===== config.mk =====
export PLATFORM = sky130hd
export DESIGN_NAME = fifo_wr_ptr_full_flat
export DESIGN_NICKNAME = d
export VERILOG_FILES = /design/src/rtl/fifo_wr_ptr_full_if.sv /design/src/rtl/fifo_wr_ptr_full.sv /design/src/flat_wrapper.sv
export SDC_FILE = /design/constraint.sdc
export NUM_CORES = 1
export LEC_CHECK = 0
export BUFFER_PORTS_ARGS = -buffer_cell sky130_fd_sc_hd__buf_2
export CAP_MARGIN = 10
export CORE_AREA = 2 2 62 64
export CTS_BUF_LIST = sky130_fd_sc_hd__clkbuf_8 sky130_fd_sc_hd__clkbuf_16
export CTS_CLUSTER_DIAMETER = 150
export DETAILED_ROUTE_END_ITERATION = 12
export DIE_AREA = 0 0 64 66
export GPL_TIMING_DRIVEN = 0
export PLACE_DENSITY = 0.47
export SLEW_MARGIN = 40
export SYNTH_ARGS = -nofsm -noshare
export SYNTH_HDL_FRONTEND = slang
export SYNTH_SLANG_ARGS = --single-unit

===== constraint.sdc =====
create_clock -name i_wr_clk -period 7.15 [get_ports i_wr_clk]
set_input_delay 0.715 -clock i_wr_clk [delete_from_list [all_inputs] [get_ports i_wr_clk]]
set_output_delay 0.715 -clock i_wr_clk [all_outputs]
set_load 0.02 [all_outputs]

===== src/rtl/fifo_wr_ptr_full_if.sv =====
// fifo_wr_ptr_full_if: write requests, read-pointer input and status outputs of the FIFO write-side pointer block
interface fifo_wr_ptr_full_if #(parameter int ADDR_SIZE = 4);
    logic                 i_wr_en;
    logic [ADDR_SIZE:0]   i_rd_gptr;
    logic [ADDR_SIZE-1:0] o_wr_addr;
    logic [ADDR_SIZE:0]   o_wr_gptr;
    logic [ADDR_SIZE:0]   o_wr_count;
    logic                 o_full;
    logic                 o_almost_full;
    logic                 o_overflow;
    modport master(output i_wr_en, i_rd_gptr,
                   input o_wr_addr, o_wr_gptr, o_wr_count, o_full, o_almost_full, o_overflow);
    modport slave(input i_wr_en, i_rd_gptr,
                  output o_wr_addr, o_wr_gptr, o_wr_count, o_full, o_almost_full, o_overflow);
endinterface


===== src/rtl/fifo_wr_ptr_full.sv =====
// fifo_wr_ptr_full: async FIFO write pointer, read-pointer synchronizer, full/almost-full/fill level
module fifo_wr_ptr_full #(
    parameter int ADDR_SIZE   = 4,
    parameter int AFULL_LEVEL = 14
) (
    input logic               i_wr_clk,
    input logic               i_wr_rst,
    fifo_wr_ptr_full_if.slave bus
);
    localparam int A = ADDR_SIZE;
    localparam logic [A:0] AF_LVL = AFULL_LEVEL[A:0];
    logic [A:0] wbin, wbin_next, gray_next, rq1, rq2, rbin;
    logic       wr_acc;
    assign wr_acc    = bus.i_wr_en & ~bus.o_full;
    assign wbin_next = wbin + {{A{1'b0}}, wr_acc};
    assign gray_next = (wbin_next >> 1) ^ wbin_next;
    always_comb begin
        rbin = '0;
        for (int i = 0; i <= A; i++) rbin[i] = ^(rq2 >> i);
    end
    assign bus.o_wr_addr     = wbin[A-1:0];
    assign bus.o_wr_count    = wbin - rbin;
    assign bus.o_almost_full = bus.o_wr_count >= AF_LVL;
    // full uses the pre-edge rq2, so it can linger one cycle after a read lands
    always_ff @(posedge i_wr_clk) begin
        if (!i_wr_rst) begin
            wbin           <= '0;
            bus.o_wr_gptr  <= '0;
            rq1            <= '0;
            rq2            <= '0;
            bus.o_full     <= 1'b0;
            bus.o_overflow <= 1'b0;
        end else begin
            wbin           <= wbin_next;
            bus.o_wr_gptr  <= gray_next;
            rq1            <= bus.i_rd_gptr;
            rq2            <= rq1;
            bus.o_full     <= gray_next == {~rq2[A:A-1], rq2[A-2:0]};
            bus.o_overflow <= bus.i_wr_en & bus.o_full;
        end
    end
endmodule


===== src/flat_wrapper.sv =====
// flat-port wrapper written by rule: the top's interface ports become plain ports
module fifo_wr_ptr_full_flat 
#(
    parameter int ADDR_SIZE   = 4,
    parameter int AFULL_LEVEL = 14
)
  (i_wr_clk, i_wr_rst, bus_i_wr_en, bus_i_rd_gptr, bus_o_wr_addr, bus_o_wr_gptr, bus_o_wr_count, bus_o_full, bus_o_almost_full, bus_o_overflow);
  fifo_wr_ptr_full_if #(.ADDR_SIZE(ADDR_SIZE)) bus_i ();
  input logic i_wr_clk;
  input logic i_wr_rst;
  input wire logic [$bits(bus_i.i_wr_en)-1:0] bus_i_wr_en;
  input wire logic [$bits(bus_i.i_rd_gptr)-1:0] bus_i_rd_gptr;
  output wire logic [$bits(bus_i.o_wr_addr)-1:0] bus_o_wr_addr;
  output wire logic [$bits(bus_i.o_wr_gptr)-1:0] bus_o_wr_gptr;
  output wire logic [$bits(bus_i.o_wr_count)-1:0] bus_o_wr_count;
  output wire logic [$bits(bus_i.o_full)-1:0] bus_o_full;
  output wire logic [$bits(bus_i.o_almost_full)-1:0] bus_o_almost_full;
  output wire logic [$bits(bus_i.o_overflow)-1:0] bus_o_overflow;
  assign bus_i.i_wr_en = bus_i_wr_en;
  assign bus_i.i_rd_gptr = bus_i_rd_gptr;
  assign bus_o_wr_addr = bus_i.o_wr_addr;
  assign bus_o_wr_gptr = bus_i.o_wr_gptr;
  assign bus_o_wr_count = bus_i.o_wr_count;
  assign bus_o_full = bus_i.o_full;
  assign bus_o_almost_full = bus_i.o_almost_full;
  assign bus_o_overflow = bus_i.o_overflow;
  fifo_wr_ptr_full #(.ADDR_SIZE(ADDR_SIZE), .AFULL_LEVEL(AFULL_LEVEL)) u_core (.i_wr_clk(i_wr_clk), .i_wr_rst(i_wr_rst), .bus(bus_i));
endmodule

==> flow_metrics.env, run 1 <==
export IMPL_wl_per_cell_um=9.966
export IMPL_synth_edf_count=0
export IMPL_grt_pass1_vias=696
export IMPL_max_slew_worst_pin_slew_ns=0.3678
export IMPL_drt_iter0_markers=10
export IMPL_antennaDiodeCount=0
export IMPL_drt_total_wl_mm=1.774
export IMPL_arrival_ns=2.90
export IMPL_final_nets=146
export IMPL_final_common_cell="buf_2"
export IMPL_die_w_um=64
export IMPL_r2r_start="u_core.bus.o_full$_SDFF_PN0_"
export IMPL_io_pins=25
export IMPL_finClkSkew_ns=0.001757
export IMPL_rr_worst_depth=7
export IMPL_endpoint_kind="primary output"
export IMPL_hold_viol_final=0
export IMPL_nFillCells=374
export IMPL_multi_input_area_um2=555.5
export IMPL_yosysWarnings=0
export IMPL_final_max_slew_viol_count=0
export IMPL_cts_root_buf="clkbuf_8"
export IMPL_final_cell_mix="24 x buf_2, 21 x dfxtp_1, 11 x and2_1, 9 x nor2_1"
export IMPL_start_util=0.2854
export IMPL_r2r_setup_slack_ns=4.74
export IMPL_max_freq_mhz=276.7
export IMPL_ys_seq_elements=21
export IMPL_clkLatencyLatePin_ns=0.26
export IMPL_ant_nets=0
export IMPL_clock_sinks=21
export IMPL_min_path_type="reg -> reg"
export IMPL_synthCells=102
export IMPL_drc_errors=0
export IMPL_yosys_most_used_dff="dfxtp_1"
export IMPL_seq_area_um2=420.4
export IMPL_crit_end="bus_o_almost_full"
export IMPL_relSlewSlack=0.7530
export IMPL_synth_fp_nets=117
export IMPL_ys_seq_area_frac=0.4148
export IMPL_cts_setup_buffers=0
export IMPL_critPathMaxFanout=3
export IMPL_synth_cell_type_count=27
export IMPL_firstDrtPassIters=4
export IMPL_vias=740
export IMPL_grt_pass1_wl_mm=3.022
export IMPL_rows=22
export IMPL_port_buffers=24
export IMPL_cts_tree="built"
export IMPL_grt_max_degree=14
export IMPL_start_kind="flip-flop"
export IMPL_setup_viol=0
export IMPL_hold_ws_ns=0.4380
export IMPL_synth_cell_area_um2=1013
export IMPL_finalNonFillerCells=178
export IMPL_cp_required_ns=6.43
export IMPL_ir_drop_mv=0.1224
export IMPL_cts_max_level=1
export IMPL_power_leakage_nw=0.5683
export IMPL_syn_area_per_cell_um2=9.936
export IMPL_tns_ns=0
export IMPL_grt_use_total=0.09197
export IMPL_rsz0062_at_grt="no"
export IMPL_synthArstFlopShare=0
export IMPL_dp_cells=174
export IMPL_powerDensity_nw_per_um2=226.9
export IMPL_period_share=0.5054
export IMPL_gr_total_overflow=0
export IMPL_hold_buffers=0
export IMPL_numCtsBuffers=3
export IMPL_r2r_end="u_core.bus.o_full$_SDFF_PN0_"
export IMPL_die_area_um2=4224
export IMPL_globalplace_congestion=0.7501
export IMPL_cts_resized=0
export IMPL_die_height_um=66
export IMPL_dp_final_hpwl_mm=1.424
export IMPL_syn2layout_area_growth_pct=22.59
export IMPL_clk_pin_slew_worst_paths_ns=0.08
export IMPL_antenna_found_initial=0
export IMPL_crit_start="u_core.rq2[3]$_SDFF_PN0_"
export IMPL_core_region_area_um2=3551
export IMPL_drv_cap=0
export IMPL_routed_via_density=4.157
export IMPL_drive_gt1_frac=0.2308
export IMPL_min_period_ns=3.614
export IMPL_cts_buffer_depth=2
export IMPL_status="finished, final reports clean"
export IMPL_crit_type="reg -> out"
cells in the mapped netlist, types with 2 or more instances:
library cell	number	area, um2
xnor2_1	8	70.07
xor2_1	8	70.07
nor2_1	9	33.78
dfxtp_1	21	420.4
inv_1	8	30.03
and3_1	2	12.51
a21boi_0	3	22.52
a21oi_1	2	10.01
nor2b_1	3	18.77
o21ai_0	4	20.02
ha_1	6	75.07
nand3_1	2	10.01
and2_1	11	68.82
or3_1	2	12.51
per-stage QoR:
| step | worst slack (ns) | utilization | power, mW | instance area [um2] |
|---|---|---|---|---|
| final | 3.536 | 0.3499 | 0.2819 | 1242 |
| after global routing | 3.258 | 0.3499 | 0.3027 | 1242 |
| after CTS | 3.476 | 0.3499 | 0.2869 | 1242 |
| after detailed placement | 3.782 | 0.3362 | 0.2078 | 1194 |
| after global placement | 3.775 | 0.3362 | 0.2067 | 1194 |
| after floorplan | 3.584 | - | 0.1857 | 1013 |
cell families after synthesis:
family	share of synthesized area
flops	0.4148
simple gates	0.1840
xor+xnor	0.1840
compound gates	0.08643
fa+ha+maj	0.09383
buf+inv	0.03703
report_power, final:
part	switching [mW]	internal, mW	total, mW
clock network	0.0391	0.0393	0.0784
logic	0.0447	0.0327	0.0773
registers	0.00373	0.122	0.126
worst min-delay path by stage:
stage	startpoint	endpoint	cells after the start
after CTS	u_core.rq1[0]$_SDFF_PN0_	u_core.rq2[0]$_SDFF_PN0_	1
after global placement	u_core.rq1[2]$_SDFF_PN0_	u_core.rq2[2]$_SDFF_PN0_	1
after detailed placement	u_core.rq1[0]$_SDFF_PN0_	u_core.rq2[0]$_SDFF_PN0_	1
after floorplan	u_core.rq1[2]$_SDFF_PN0_	u_core.rq2[2]$_SDFF_PN0_	1
final	u_core.rq1[2]$_SDFF_PN0_	u_core.rq2[2]$_SDFF_PN0_	1
after global routing	u_core.rq1[2]$_SDFF_PN0_	u_core.rq2[2]$_SDFF_PN0_	1
critical path: stages (launching register included):
cell and delay (ns):
dfxtp_1 0.33, xnor2_1 0.27, xor2_1 0.25, xor2_1 0.29
xnor2_1 0.11, ha_1 0.21, fa_1 0.44, nor2b_1 0.11
o21ai_0 0.09, and3_1 0.21, o32ai_1 0.11, buf_2 0.20
per-layer routing:
metal | GRT usage | vias to the layer above | share of wire | wire [um]
met5 | 0 | - | 0 | 0
met4 | 0.01630 | 0 | 0.0062 | 11
met3 | 0.03918 | 2 | 0.053 | 94
met2 | 0.1589 | 18 | 0.48 | 860
met1 | 0.1067 | 329 | 0.46 | 808
li1 | - | 391 | - | -
state kept, by name (all words and copies together), names as in the netlist:
| name | flops |
|---|---|
| u_core.rq1 | 5 |
| u_core.wbin | 5 |
| u_core.bus.o_full | 1 |
| u_core.rq2 | 5 |
| u_core.bus.o_overflow | 1 |
| u_core.bus.o_wr_gptr | 4 |
cell type report:
cell class                 instances  share of cell area
multi-input combinational         71              0.4471
sequential                        21              0.3384
clock buffer                       3             0.03323
tap                               48             0.04834
inverter                           9             0.02719
timing repair buffer              24             0.09668
clock inverter                     1            0.006042
buffer                             1            0.003021
Power figures use the tool's default switching activity.
==> run 2: changes to the inputs <==
--- a/config.mk
+++ b/config.mk
@@ -13,7 +13,7 @@
 export DETAILED_ROUTE_END_ITERATION = 12
 export DIE_AREA = 0 0 64 66
 export GPL_TIMING_DRIVEN = 0
-export PLACE_DENSITY = 0.47
+export PLACE_DENSITY = 0.49
 export SLEW_MARGIN = 40
 export SYNTH_ARGS = -nofsm -noshare
 export SYNTH_HDL_FRONTEND = slang
==> constraint.sdc (replaced) <==
create_clock -name i_wr_clk -period 2.9 [get_ports i_wr_clk]
set_input_delay 0.29 -clock i_wr_clk [delete_from_list [all_inputs] [get_ports i_wr_clk]]
set_output_delay 0.29 -clock i_wr_clk [all_outputs]
set_load 0.02 [all_outputs]
==> flow_metrics.env, run 2 (synthesis results as in run 1) <==
export IMPL_status="finished, final reports clean"
export IMPL_p_seq_frac=0.428
export IMPL_finClkSkew_ns=0.005540
export IMPL_die_height_um=66
export IMPL_grt_pass1_vias=786
export IMPL_final_nets=152
export IMPL_reg_largest_list="u_core.rq1: 5 flops, u_core.rq2: 5 flops, u_core.wbin: 5 flops"
export IMPL_min_period_ns=2.883
export IMPL_wl_met3_um=67
export IMPL_wl_met2_um=903
export IMPL_ir_drop_mv=0.2284
export IMPL_tns_ns=0
export IMPL_vias=775
export IMPL_antenna_found_initial=0
export IMPL_final_common_cell="buf_2"
export IMPL_cts_max_level=1
export IMPL_max_slew_worst_pin_slew_ns=0.3549
export IMPL_drt_iter0_markers=6
export IMPL_rows=22
export IMPL_switching_power_mw=0.2185
export IMPL_period_share=0.9943
export IMPL_ant_nets=0
export IMPL_routed_via_density=4.212
export IMPL_crit_end="bus_o_wr_count[4]"
export IMPL_wl_per_cell_um=9.973
export IMPL_dr_max_layer_used="met4"
export IMPL_drv_cap=0
export IMPL_r2r_start="u_core.bus.o_full$_SDFF_PN0_"
export IMPL_drive_gt1_frac=0.3529
export IMPL_clkPwrFrac=0.245
export IMPL_endpoint_kind="primary output"
export IMPL_antennaDiodeCount=0
export IMPL_power_mw=0.7269
export IMPL_cts_buffer_depth=2
export IMPL_final_max_slew_viol_count=0
export IMPL_nFillCells=367
export IMPL_dp_final_hpwl_mm=1.456
export IMPL_grt_use_total=0.09650
export IMPL_port_buffers=24
export IMPL_cp_required_ns=2.61
export IMPL_relSlewSlack=0.7612
export IMPL_arrival_ns=2.59
export IMPL_crit_type="reg -> out"
export IMPL_core_region_area_um2=3551
export IMPL_power_leakage_nw=0.6206
export IMPL_drt_total_wl_mm=1.835
export IMPL_io_pins=25
export IMPL_rr_worst_depth=7
export IMPL_max_freq_mhz=346.8
export IMPL_r2r_end="u_core.bus.o_full$_SDFF_PN0_"
export IMPL_drc_errors=0
export IMPL_rsz0062_at_grt="yes"
export IMPL_gr_total_overflow=0
export IMPL_powerDensity_nw_per_um2=538.5
export IMPL_firstDrtPassIters=2
export IMPL_numCtsBuffers=3
export IMPL_die_w_um=64
export IMPL_cts_root_buf="clkbuf_8"
export IMPL_min_path_type="in -> reg"
export IMPL_hold_viol_final=0
export IMPL_grt_pass1_wl_mm=3.201
export IMPL_start_util=0.2854
export IMPL_critPathMaxFanout=2
export IMPL_clock_sinks=21
export IMPL_clk_pin_slew_worst_paths_ns=0.07
export IMPL_die_area_um2=4224
export IMPL_pwr_share_comb=0.327
export IMPL_grt_max_degree=12
export IMPL_syn2layout_area_growth_pct=33.21
export IMPL_p_int_mw=0.5084
export IMPL_crit_start="u_core.rq2[4]$_SDFF_PN0_"
export IMPL_r2r_setup_slack_ns=0.48
export IMPL_wl_met1_um=845
export IMPL_setup_viol=0
export IMPL_start_kind="flip-flop"
export IMPL_switching_share=0.3006
export IMPL_globalplace_congestion=0.7183
export IMPL_cts_tree="built"
export IMPL_final_cell_mix="22 x buf_2, 19 x dfxtp_1, 11 x and2_1, 9 x inv_1"
export IMPL_clkLatencyLatePin_ns=0.25
==> run 2: cell count changes in the layout (fill, tap and decap cells not counted), sizes merged <==
cell | before | now
clkinvlp | 1 | 0
inv | 8 | 9
buf | 24 | 30
==> run 2: metal layers <==
layer | vias up | global-route usage
met4 | 0 | 0.04076
met5 | - | 0
met2 | 15 | 0.1628
met1 | 355 | 0.1157
li1 | 403 | -
met3 | 2 | 0.02555
==> run 2: repair_timing <==
action | 4_1_cts | 5_1_grt
hold buffers | 0 | 0
pin swaps | 7 | 5
buffers inserted | 4 | 2
endpoints found under the hold margin | 0 | 0
gates resized for setup | 7 | 10
setup endpoints to repair | 3 | 3
==> run 2: layout make-up <==
type                       count  area (um2)  share of cell area
multi-input combinational     71       610.6              0.4523
buffer                         1       3.754            0.002780
clock inverter                 1       3.754            0.002780
sequential                    21       422.9              0.3133
tap                           48       60.06             0.04449
clock buffer                   3       41.29             0.03058
timing repair buffer          30       173.9              0.1288
inverter                       9       33.78             0.02502
==> run 2: critical path, cell delays in order, from the launching register on <==
cell and delay (ns):
dfxtp_2 0.33, xnor2_2 0.18, xor2_1 0.23, xor2_1 0.27, xnor2_1 0.10, ha_2 0.19
fa_2 0.38, nor2b_2 0.13, o21ai_2 0.07, a21oi_2 0.17, buf_4 0.14, nor2_4 0.03
buf_6 0.12
==> run 2: per-stage QoR <==
stage	hold slack [ns]	utilization	instance area [um2]	setup WS, ns	instances
2_1_floorplan	0.4057	-	1028	0.06854	102
4_1_cts	0.2381	0.3665	1301	-0.001837	182
5_1_grt	0.2441	0.3802	1350	-0.1452	184
6_report	0.2449	0.3802	1350	0.01653	184
3_3_place_gp	0.4167	0.3404	1209	-0.04025	174
3_5_place_dp	0.4129	0.3404	1209	-0.06097	174
==> run 2: how the worst min path moves through the flow <==
| stage | start | end | slack [ns] | cells after the start |
|---|---|---|---|---|
| global route | bus_i_rd_gptr[1] | u_core.rq1[1]$_SDFF_PN0_ | 0.24 | 2 |
| global placement | u_core.rq1[2]$_SDFF_PN0_ | u_core.rq2[2]$_SDFF_PN0_ | 0.42 | 1 |
| CTS | bus_i_rd_gptr[1] | u_core.rq1[1]$_SDFF_PN0_ | 0.24 | 2 |
| detailed placement | u_core.rq1[2]$_SDFF_PN0_ | u_core.rq2[2]$_SDFF_PN0_ | 0.41 | 1 |
| finish | bus_i_rd_gptr[3] | u_core.rq1[3]$_SDFF_PN0_ | 0.24 | 2 |
| floorplan | u_core.rq1[2]$_SDFF_PN0_ | u_core.rq2[2]$_SDFF_PN0_ | 0.41 | 1 |
==> run 2: power by group through the flow <==
stage / sequential [mW] / clock [mW] / combinational (mW)
after global placement: 0.317 / 0 / 0.203
after detailed placement: 0.318 / 0 / 0.206
after CTS: 0.312 / 0.189 / 0.221
after global routing: 0.313 / 0.202 / 0.263
final: 0.311 / 0.178 / 0.238
after floorplan: 0.325 / 0 / 0.142
==> run 3: changes to the inputs <==
--- a/config.mk
+++ b/config.mk
@@ -7,13 +7,12 @@
 export LEC_CHECK = 0
 export BUFFER_PORTS_ARGS = -buffer_cell sky130_fd_sc_hd__buf_2
 export CAP_MARGIN = 10
-export CORE_AREA = 2 2 62 64
+export CORE_AREA = 10 10 70 72
 export CTS_BUF_LIST = sky130_fd_sc_hd__clkbuf_8 sky130_fd_sc_hd__clkbuf_16
 export CTS_CLUSTER_DIAMETER = 150
 export DETAILED_ROUTE_END_ITERATION = 12
-export DIE_AREA = 0 0 64 66
-export GPL_TIMING_DRIVEN = 0
-export PLACE_DENSITY = 0.49
+export DIE_AREA = 0 0 80 82
+export PLACE_DENSITY = 0.47
 export SLEW_MARGIN = 40
 export SYNTH_ARGS = -nofsm -noshare
 export SYNTH_HDL_FRONTEND = slang
==> constraint.sdc (replaced) <==
create_clock -name i_wr_clk -period 3.3 [get_ports i_wr_clk]
set_input_delay 0.33 -clock i_wr_clk [delete_from_list [all_inputs] [get_ports i_wr_clk]]
set_output_delay 0.33 -clock i_wr_clk [all_outputs]
set_load 0.02 [all_outputs]
==> flow_metrics.env, run 3 (synthesis results as in run 1) <==
export IMPL_status="finished, final reports clean"
export IMPL_cp_required_ns=2.97
export IMPL_power_mw=0.6166
export IMPL_grt_use_total=0.06336
export IMPL_start_util=0.2832
export IMPL_rr_worst_depth=7
export IMPL_placed_cell_area_um2=1190
export IMPL_numCtsBuffers=3
export IMPL_setup_viol=0
export IMPL_final_cell_mix="24 x buf_2, 21 x dfxtp_1, 11 x and2_1, 9 x nor2_1"
export IMPL_grt_max_degree=14
export IMPL_finClkSkew_ns=0.004720
export IMPL_nFillCells=390
export IMPL_period_share=0.9565
export IMPL_min_period_ns=3.157
export IMPL_io_pins=25
export IMPL_arrival_ns=2.83
export IMPL_hold_ws_ns=0.2740
export IMPL_syn2layout_area_growth_pct=24.44
export IMPL_dp_final_hpwl_mm=1.604
export IMPL_post_route_util=0.3524
export IMPL_place_ws_ns=0.3664
export IMPL_critPathMaxFanout=3
export IMPL_dp_cells=173
export IMPL_r2r_setup_slack_ns=0.90
export IMPL_seq_area_um2=420.4
export IMPL_fin_area_um2=1261
export IMPL_max_freq_mhz=316.8
export IMPL_max_slew_worst_pin_slew_ns=0.3757
export IMPL_cts_buffer_depth=2
export IMPL_r2r_end="u_core.bus.o_full$_SDFF_PN0_"
export IMPL_hold_buffers=0
export IMPL_crit_type="reg -> out"
export IMPL_finalNonFillerCells=179
export IMPL_multi_input_area_um2=563.0
export IMPL_wl_per_cell_um=11.04
export IMPL_cts_tree="built"
export IMPL_drv_cap=0
export IMPL_tns_ns=0
export IMPL_rows=22
export IMPL_ant_nets=0
export IMPL_drc_errors=0
export IMPL_die_height_um=82
export IMPL_r2r_start="u_core.bus.o_full$_SDFF_PN0_"
export IMPL_powerDensity_nw_per_um2=488.9
export IMPL_min_path_type="in -> reg"
export IMPL_hp_start="bus_i_rd_gptr[2]"
export IMPL_die_w_um=80
export IMPL_port_buffers=24
export IMPL_ir_drop_mv=0.2069
export IMPL_final_max_slew_viol_count=0
export IMPL_hold_viol_final=0
export IMPL_drt_total_wl_mm=1.977
export IMPL_final_common_cell="buf_2"
export IMPL_core_region_area_um2=3578
export IMPL_vias=747
export IMPL_relSlewSlack=0.7478
export IMPL_min_path_cells=2
export IMPL_grt_pass1_vias=711
export IMPL_routed_via_density=4.173
export IMPL_clk_pin_slew_worst_paths_ns=0.08
export IMPL_start_kind="flip-flop"
export IMPL_endpoint_kind="primary output"
export IMPL_die_area_um2=6560
export IMPL_antennaDiodeCount=0
export IMPL_drt_iter0_markers=32
export IMPL_reg_largest_list="u_core.rq1: 5 flops, u_core.rq2: 5 flops, u_core.wbin: 5 flops"
export IMPL_globalplace_congestion=0.7124
export IMPL_cts_max_level=1
export IMPL_whs_endpoint="u_core.rq1[2]$_SDFF_PN0_"
export IMPL_clock_sinks=21
export IMPL_clkLatencyLatePin_ns=0.26
export IMPL_cts_root_buf="clkbuf_8"
export IMPL_grt_pass1_wl_mm=3.256
export IMPL_antenna_found_initial=0
export IMPL_final_nets=147
export IMPL_firstDrtPassIters=4
export IMPL_drive_gt1_frac=0.2519
export IMPL_power_leakage_nw=0.5765
export IMPL_fin_ws_ns=0.1435
export IMPL_gr_total_overflow=0
[run 3: changes by cell type in the layout (fill, tap and decap cells not counted), moves of 2 or more]
| cell | previous run | this run |
|---|---|---|
| buf_2 | 22 | 24 |
| buf_4 | 7 | 2 |
| dfxtp_1 | 19 | 21 |
| dfxtp_2 | 2 | 0 |
| o21ai_0 | 2 | 4 |
[run 3: routing by layer]
metal | track usage | vias up | wire, um
met4 | 0.03697 | 0 | 29
met3 | 0.02183 | 2 | 112
met2 | 0.1059 | 13 | 981
li1 | - | 390 | -
met1 | 0.06851 | 342 | 853
met5 | 0 | - | 0
[run 3: timing repair]
action,in CTS,in global routing
resized for setup,0,1
endpoints found under the setup margin,0,2
buffers inserted,0,2
[run 3: cell type report]
class,count,share of cell area
inverters,9,0.02679
repair buffers,26,0.1071
multi-input cells,71,0.4464
clock inverters,1,0.005952
well taps,48,0.04762
clock buffers,3,0.03274
flip-flops and latches,21,0.3333
[run 3: where the power goes]
group	total [mW]	internal (mW)	leakage (nW)	switching (mW)
logic	0.176	0.0751	0.383	0.100
clock network	0.168	0.0850	0.0217	0.0833
registers	0.273	0.265	0.172	0.00730
total	0.617	0.425	0.577	0.191
[run 3: worst max path at each step]
stage | start | depth (start not counted) | slack, ns | end
after floorplan | u_core.rq2[3]$_SDFF_PN0_ | 9 | 0.12 | bus_o_almost_full
after global placement | u_core.rq2[3]$_SDFF_PN0_ | 11 | 0.45 | bus_o_almost_full
after detailed placement | u_core.rq2[3]$_SDFF_PN0_ | 11 | 0.37 | bus_o_almost_full
after CTS | u_core.rq2[3]$_SDFF_PN0_ | 11 | 0.07 | bus_o_almost_full
after global routing | u_core.rq2[4]$_SDFF_PN0_ | 11 | -0.01 | bus_o_almost_full
final | u_core.rq2[3]$_SDFF_PN0_ | 11 | 0.14 | bus_o_almost_full
[run 3: worst max-delay path, cell delays in order, from the launching register on]
cell,delay [ns]
dfxtp_1,0.35
xnor2_2,0.20
xor2_1,0.25
xor2_1,0.29
xnor2_1,0.11
ha_1,0.22
fa_1,0.43
nor2b_1,0.12
o21ai_0,0.09
and3_1,0.20
o32ai_1,0.11
buf_2,0.21
